## src/rtl/dynamic_lighting_scheduler.sv

```systemverilog
// Multiplexed common-anode 7-segment scheduler: per-digit time slices with a
// leading blank window, brightness-limited on time and per-frame data latching.
module dynamic_lighting_scheduler #(
  parameter int unsigned NUM_DIGITS  = 4,
  parameter int unsigned SLOT_TICKS  = 16,
  parameter int unsigned BLANK_TICKS = 2
) (
  input  logic                    CLK,
  input  logic                    RST_N,
  input  logic                    CE,
  input  logic                    EN,
  input  logic [4*NUM_DIGITS-1:0] DATA,
  input  logic [NUM_DIGITS-1:0]   DP_IN,
  input  logic [NUM_DIGITS-1:0]   DIG_EN,
  input  logic [3:0]              BRIGHT,
  output logic [NUM_DIGITS-1:0]   AN,
  output logic [6:0]              SEG,
  output logic                    DP,
  output logic                    FRAME_DONE
);

  localparam int unsigned DW     = (NUM_DIGITS > 1) ? $clog2(NUM_DIGITS) : 1;
  localparam int unsigned CW     = $clog2(SLOT_TICKS + 1);
  localparam int unsigned ON_MAX = SLOT_TICKS - BLANK_TICKS;

  localparam logic [DW-1:0] LAST_DIGIT = DW'(NUM_DIGITS - 1);
  localparam logic [CW-1:0] BLANK_END  = CW'(BLANK_TICKS - 1);
  localparam logic [CW-1:0] SLOT_END   = CW'(SLOT_TICKS - 1);

  typedef enum logic [1:0] {IDLE, BLANK, ON, OFF} state_t;

  state_t                  state;
  logic [DW-1:0]           digit;
  logic [CW-1:0]           count;
  logic [CW-1:0]           on_end;
  logic [4*NUM_DIGITS-1:0] data_lat;
  logic [NUM_DIGITS-1:0]   dp_lat;
  logic [NUM_DIGITS-1:0]   en_lat;

  logic [CW-1:0]           bright_eff_c;
  logic [3:0]              nibble_c;
  logic [6:0]              seg_c;
  logic [NUM_DIGITS-1:0]   an_on_c;
  logic                    slot_end_c;

  function automatic logic [6:0] seg_decode(input logic [3:0] n);
    case (n)
      4'h0:    seg_decode = 7'h40;
      4'h1:    seg_decode = 7'h79;
      4'h2:    seg_decode = 7'h24;
      4'h3:    seg_decode = 7'h30;
      4'h4:    seg_decode = 7'h19;
      4'h5:    seg_decode = 7'h12;
      4'h6:    seg_decode = 7'h02;
      4'h7:    seg_decode = 7'h78;
      4'h8:    seg_decode = 7'h00;
      4'h9:    seg_decode = 7'h10;
      4'hA:    seg_decode = 7'h08;
      4'hB:    seg_decode = 7'h03;
      4'hC:    seg_decode = 7'h46;
      4'hD:    seg_decode = 7'h21;
      4'hE:    seg_decode = 7'h06;
      default: seg_decode = 7'h0E;
    endcase
  endfunction

  // Slot arithmetic and the lit pattern for the current digit.
  always_comb begin
    bright_eff_c = (32'(BRIGHT) > ON_MAX) ? CW'(ON_MAX) : CW'(BRIGHT);
    nibble_c     = data_lat[{digit, 2'b00} +: 4];
    seg_c        = seg_decode(nibble_c);
    an_on_c      = en_lat[digit] ? ~(NUM_DIGITS'(1) << digit) : '1;
    slot_end_c   = ((state == OFF) && (count == SLOT_END)) ||
                   ((state == ON) && (count == on_end) && (on_end == SLOT_END));
  end

  always_ff @(posedge CLK or negedge RST_N) begin
    if (!RST_N) begin
      state      <= IDLE;
      digit      <= '0;
      count      <= '0;
      on_end     <= '0;
      data_lat   <= '0;
      dp_lat     <= '0;
      en_lat     <= '0;
      AN         <= '1;
      SEG        <= 7'h7F;
      DP         <= 1'b1;
      FRAME_DONE <= 1'b0;
    end else begin
      FRAME_DONE <= 1'b0;
      if (!EN) begin
        state <= IDLE;
        digit <= '0;
        count <= '0;
        AN    <= '1;
        SEG   <= 7'h7F;
        DP    <= 1'b1;
      end else if (CE) begin
        // Dark unless this tick enters or continues the on window.
        AN    <= '1;
        SEG   <= 7'h7F;
        DP    <= 1'b1;
        count <= count + CW'(1);
        if (slot_end_c) begin
          state <= BLANK;
          count <= '0;
          if (digit == LAST_DIGIT) begin
            digit      <= '0;
            FRAME_DONE <= 1'b1;
            data_lat   <= DATA;
            dp_lat     <= DP_IN;
            en_lat     <= DIG_EN;
          end else begin
            digit <= digit + DW'(1);
          end
        end else begin
          case (state)
            IDLE: begin
              state    <= BLANK;
              digit    <= '0;
              count    <= '0;
              data_lat <= DATA;
              dp_lat   <= DP_IN;
              en_lat   <= DIG_EN;
            end
            BLANK: begin
              if (count == BLANK_END) begin
                if (bright_eff_c == '0) begin
                  state <= OFF;
                end else begin
                  state  <= ON;
                  on_end <= BLANK_END + bright_eff_c;
                  AN     <= an_on_c;
                  SEG    <= seg_c;
                  DP     <= ~dp_lat[digit];
                end
              end
            end
            ON: begin
              if (count == on_end) begin
                state <= OFF;
              end else begin
                AN  <= an_on_c;
                SEG <= seg_c;
                DP  <= ~dp_lat[digit];
              end
            end
            OFF:     state <= OFF;
            default: state <= IDLE;
          endcase
        end
      end
    end
  end

endmodule

```

## config.mk

```make
export PLATFORM = sky130hd
export DESIGN_NAME = dynamic_lighting_scheduler
export DESIGN_NICKNAME = d
export VERILOG_FILES = /design/src/rtl/dynamic_lighting_scheduler.sv
export SDC_FILE = /design/constraint.sdc
export NUM_CORES = 1
export LEC_CHECK = 0
export ABC_AREA = 1
export BUFFER_PORTS_ARGS = -buffer_cell sky130_fd_sc_hd__buf_2
export CAP_MARGIN = 20
export CORE_MARGIN = 3
export CORE_UTILIZATION = 53
export CTS_BUF_LIST = sky130_fd_sc_hd__clkbuf_16
export CTS_CLUSTER_SIZE = 10
export DETAILED_ROUTE_END_ITERATION = 8
export PLACE_DENSITY_LB_ADDON = 0.12
export SKIP_CTS_REPAIR_TIMING = 1
export SLEW_MARGIN = 25
export SYNTH_ARGS = -nofsm -noshare
export SYNTH_HDL_FRONTEND = slang
export SYNTH_SLANG_ARGS = --single-unit
```

## constraint.sdc

```tcl
create_clock -name CLK -period 1.8 [get_ports CLK]
set_input_delay 0.27 -clock CLK [delete_from_list [all_inputs] [get_ports CLK]]
set_output_delay 0.27 -clock CLK [all_outputs]
set_load 0.03 [all_outputs]
```

==> results of run 1 <==
## worst max-delay path, delay by kind of cell (launching register included)
kind,cells,cell delay [ps]
and+or+nand+nor,8,630
adders and majority gates,1,190
DFF,1,440
buffers and inverters,3,260
AOI/OAI and AO/OA,1,160
## per-stage QoR
step	std cells	cell area, um2	hold slack (ps)	total power [mW]	setup slack, ps
2_1_floorplan	455	3450	-25.6	3.89	0.116
3_3_place_gp	581	3880	251	4.61	-25.2
3_5_place_dp	581	3880	251	4.68	-88.6
4_1_cts	589	4020	-58.0	5.65	-97.3
5_1_grt	598	4390	242	6.61	-94.6
6_report	598	4390	234	6.13	58.9
## cells in the final DEF (no fill, tap or decap), types with 12 or more instances in the layout
master / count
buf_2: 44
nand3_1: 40
dfstp_2: 12
nand3_2: 17
buf_4: 22
inv_1: 42
nand4_1: 27
nand2_2: 51
ha_1: 13
dfrtp_1: 37
nor2_1: 23
nand2_1: 95
## power groups by stage
stage	clock, mW	sequential [mW]	combinational, mW
after floorplan	0	2.07	1.82
after global placement	0	1.92	2.69
after detailed placement	0	1.93	2.75
after CTS	0.962	1.92	2.77
after global routing	1.02	1.98	3.62
final	0.945	1.93	3.26
## per-layer routing
| metal | up-vias | global-route usage, % | share of wire, % |
|---|---|---|---|
| li1 | 1610 | - | - |
| met1 | 1576 | 30.2 | 42 |
| met2 | 101 | 39.6 | 52 |
| met3 | 15 | 3.80 | 5.1 |
| met4 | 0 | 5.95 | 1.5 |
| met5 | - | 0 | 0 |
## state kept, by name (all words and copies together), names as in the netlist
register	flops
data_lat	16
FRAME_DONE	1
count	5
en_lat	4
digit	2
state	2
on_end	5
dp_lat	4
AN	4
SEG	7
DP	1
## how the worst max path moves through the flow
stage / from / endpoint / slack (ps) / cells after the start
after floorplan: digit[0] / SEG[6] / 0.1 / 15
after global placement: digit[0] / SEG[3] / -30 / 14
after detailed placement: digit[0] / SEG[3] / -90 / 14
after CTS: digit[0] / SEG[3] / -100 / 14
after global routing: digit[0] / SEG[1] / -90 / 11
final: digit[0] / SEG[6] / 60 / 13
## final cells by class
class,instances,area [um2],area share (%)
Multi-Input combinational cell,337,2090,47.6
Sequential cell,51,1290,29.4
Timing Repair Buffer,77,571,13.0
Inverter,50,200,4.56
Clock buffer,5,125,2.85
Tap cell,75,93.8,2.14
Clock inverter,3,18.8,0.427
## kinds of logic (layout without fill, tap and decap cells)
kind of cell	Yosys count	in the layout	share of synthesized area (%)
buf+inv	67	135	8.78
xor+xnor	6	6	1.52
simple gates	282	282	40.7
flops	51	51	37.4
fa+ha+maj	19	19	6.89
compound gates	30	30	4.61
==> results.cfg, run 1 <==
[hold_path]
hold_start = DIG_EN[3]
whs_path_depth = 3
hp-class = in2reg
min_to = en_lat[3]

[timing]
fin_crit_sh_pct = 96.7
finalMaxSlewViolations = 0
grt_setup_unrepaired = yes
setup_tns_ps = 0
fmax_mhz = 574
final-setup-viol-count = 0
hold_violations = 0
fin_worst_skew_ps = 6.01
min_period_ps = 1740
tightest_slew_ps = 491
slew_headroom_pct = 67.3

[yosys]
syn_inst = 455
synth_most_common_cell = nand2_1
synthTopCellsByArea = dfrtp_1 (28%), nand2_1 (12%), dfstp_2 (9.1%)
syn_area_um2 = 3450
synth_edf_count = 0
async_flop_share_pct = 100
syn_nets = 506
synth_top_area_cell = dfrtp_1
synth_top_area_share_pct = 28.3
ys_types = 33
synth_seq_cells = 51
ys_top_cells_by_count = nand2_1 (109), nand3_1 (57), inv_1 (46)
ys_seq_area_share_pct = 37.4
yosysWarningCount = 0
synth_ff_type = dfrtp_1
synth.avg_cell_area_um2 = 7.58

[place]
place.gp.congestion = 0.840
hpwlAfterDp_mm = 6.01
portBuffers = 44

[cts]
cts.sinks = 51
cts-root-buf = clkbuf_16
cts_htree_levels = 2
cts_buffers = 5
cts_tree = built
max-clock-path-buffers = 2
clock_latency_ps = 290
clkTransAtPathRegs_ps = 70

[critical_path]
cp_max_fo = 8
crit_chain = buf_6 -> nand2_2 -> nand3_2 -> nand2_4 -> ha_1 -> inv_1 -> o21ai_1 -> nand2_1 -> nand2_1 -> nand2_1 -> nand3_1 -> nand2_1 -> inv_1
crit_arrival_ps = 1980
slowest_stage = dfrtp_2
required_ps = 2040
start_kind = flip-flop
reg2reg_slack_ps = 60
cp_common_cell = nand2_1
crit_type = reg2reg
reg2reg_to = SEG[6]
reg2regPathDepth = 13
crit_path_end_kind = flip-flop
cpPeakStageDelay_ps = 440
r2r-start = digit[0]

[detailed_routing]
drt_iter0_markers = 182
viasPerCell = 5.52
antenna_left = 0
wire_per_inst_um = 14.5
dr_total_vias = 3302
drt_pass1_iterations = 5
wl_mm = 8.67
drc = 0

[final_layout]
nNetsFinal = 573
layout-drive-gt1-share_pct = 39.0
antenna_cells = 0
areaGrowthSynthToFinish_pct = 27.4
fill_cells = 467
final_util_pct = 72.1

[power]
switching_share_pct = 44.5
p_comb_share_pct = 53.1
p_leak_nw = 2.14
power.switching_mw = 2.73
ir_worst_vdd_mv = 0.900
p_per_area_nw_per_um2 = 1400
pwr-share-clk_pct = 15.4
p_seq_share_pct = 31.5
p_int_mw = 3.40

[floorplanning]
die_area_um2 = 7510
start_util_pct = 56.6
num_io_pins = 45
die_w_um = 86.7
rows = 28
coreArea_um2 = 6100
die_h_um = 86.7

[global_route]
grtUsageTotal_pct = 23.1
grt_pass1_wl_mm = 14.0
overflow = 0
grt_max_degree = 33
antenna_found_initial = 0
grt_pass1_vias = 3098

[flow_run]
cap_violations = 0

[run_status]
outcome = completed
Note: power is estimated with default switching activity, not from simulation.
==> run 2: changes to the inputs <==
CORE_ASPECT_RATIO = 1.1   (was not set)
==> run 2 against run 1 <==
Net effect:
- routed wire length fell by 2.5%
- hold slack barely moved
- global-route usage fell by 2.3 points
- total power rose by 0.27%
- critical endpoint is now on_end[3]
- largest cell class unchanged
==> results.cfg, run 2 (same netlist as run 1, synthesis figures left out) <==
[cts]
cts_buffers = 5
cts-root-buf = clkbuf_16
max-clock-path-buffers = 2
clock_latency_ps = 290
cts.sinks = 51
cts_htree_levels = 2
clkTransAtPathRegs_ps = 70
cts_tree = built

[detailed_routing]
antenna_left = 0
wl_mm = 8.45
wire_per_inst_um = 14.0
dr_total_vias = 3163
drc = 0
viasPerCell = 5.25
drt_pass1_iterations = 4
drt_iter0_markers = 275

[final_layout]
mostFrequentLayoutCell = nand2_1
most-common-layout-cells = nand2_1 (101), nand2_2 (49), nand3_1 (46)
largest_register_ffs = 16
regMostFlops = data_lat
nNetsFinal = 572
areaGrowthSynthToFinish_pct = 26.3
final_cells = 602
top_regs = data_lat: 16 flops, SEG: 7 flops
layout-drive-gt1-share_pct = 37.9
antenna_cells = 0
fill_cells = 505
final_util_pct = 69.9

[timing]
fin_ws_ps = 52.1
fmax_mhz = 572
setup_tns_ps = 0
grt_setup_unrepaired = yes
slew_headroom_pct = 65.8
finalMaxSlewViolations = 0
tightest_slew_ps = 513
fin_worst_skew_ps = 4.04
final-setup-viol-count = 0
fin_crit_sh_pct = 97.1
min_period_ps = 1750
hold_violations = 0

[power]
p_per_area_nw_per_um2 = 1410
ir_worst_vdd_mv = 0.765
finalPower_mw = 6.15
p_leak_nw = 2.11

[global_route]
grt_pass1_vias = 2852
antenna_found_initial = 0
grt_max_degree = 33
grtUsageTotal_pct = 20.8
grt_pass1_wl_mm = 13.2
overflow = 0

[critical_path]
crit_type = reg2reg
reg2regPathDepth = 10
reg2reg_to = on_end[3]
start_kind = flip-flop
required_ps = 1980
reg2reg_slack_ps = 50
crit_path_end_kind = flip-flop
r2r-start = count[1]
critPathLaunch = count[1]
cp_max_fo = 5
cp-endpoint = on_end[3]
crit_arrival_ps = 1930

[floorplanning]
num_io_pins = 45
die_area_um2 = 7510
die_h_um = 90.6
die_w_um = 82.9
rows = 30
coreArea_um2 = 6230
start_util_pct = 55.3

[hold_path]
hold_start = DIG_EN[3]
hp-class = in2reg

[place]
pre_cts_ws_ps = 17.4
portBuffers = 44
place.gp.congestion = 0.831
dp_cells = 585
hpwlAfterDp_mm = 5.79

[flow_run]
cap_violations = 0

[run_status]
outcome = completed
-- run 2: changes by cell type in the layout (fill, tap and decap cells not counted), sizes merged --
| cell | previous run | this run |
|---|---|---|
| buf | 74 | 73 |
| bufinv | 0 | 1 |
| clkbuf | 7 | 6 |
| clkinv | 3 | 2 |
| nand2 | 154 | 155 |
-- run 2: how the worst min path moves through the flow --
| stage | endpoint | slack [ps] | cells after the start |
|---|---|---|---|
| 6_report | en_lat[3] | 230 | 3 |
| 5_1_grt | en_lat[3] | 240 | 3 |
| 4_1_cts | data_lat[2] | -50 | 1 |
| 3_5_place_dp | data_lat[4] | 270 | 1 |
| 3_3_place_gp | data_lat[4] | 260 | 1 |
| 2_1_floorplan | FRAME_DONE | -30 | 0 |
-- run 2: metrics by stage --
stage,area (um2),hold slack (ps)
6_report,4360,234
5_1_grt,4360,242
4_1_cts,4050,-46.2
3_5_place_dp,3880,267
3_3_place_gp,3880,264
2_1_floorplan,3450,-25.6
-- run 2: area by class of cell --
type | instances | area [um2] | area share [%]
clock inverters | 3 | 43.8 | 1.01
inverters | 50 | 195 | 4.48
well taps | 80 | 100 | 2.30
multi-input cells | 338 | 2060 | 47.4
clock buffers | 5 | 125 | 2.87
repair buffers | 75 | 536 | 12.3
flip-flops and latches | 51 | 1290 | 29.7
-- run 2: worst max-delay path, stage by stage, from the launching register on --
cell,delay [ps]
dfrtp_1,400
buf_6,140
inv_4,50
ha_4,110
nand4_1,170
nor2_4,160
inv_2,60
nor3_4,240
nand2_2,140
nor2_2,110
a21oi_1,40
-- run 2: power by group --
group,leakage [nW],internal [mW],total [mW],switching (mW)
registers,0.622,1.62,1.93,0.305
logic,1.40,1.21,3.14,1.93
clock network,0.0838,0.656,1.08,0.426
total,2.11,3.49,6.15,2.66
-- run 2: layer usage --
metal | up-vias | share of wire, % | global-route usage [%]
met4 | 0 | 0.73 | 5.45
met5 | - | 0 | 0
met1 | 1467 | 44 | 28.7
li1 | 1600 | - | -
met3 | 6 | 4.7 | 3.28
met2 | 90 | 51 | 34.1
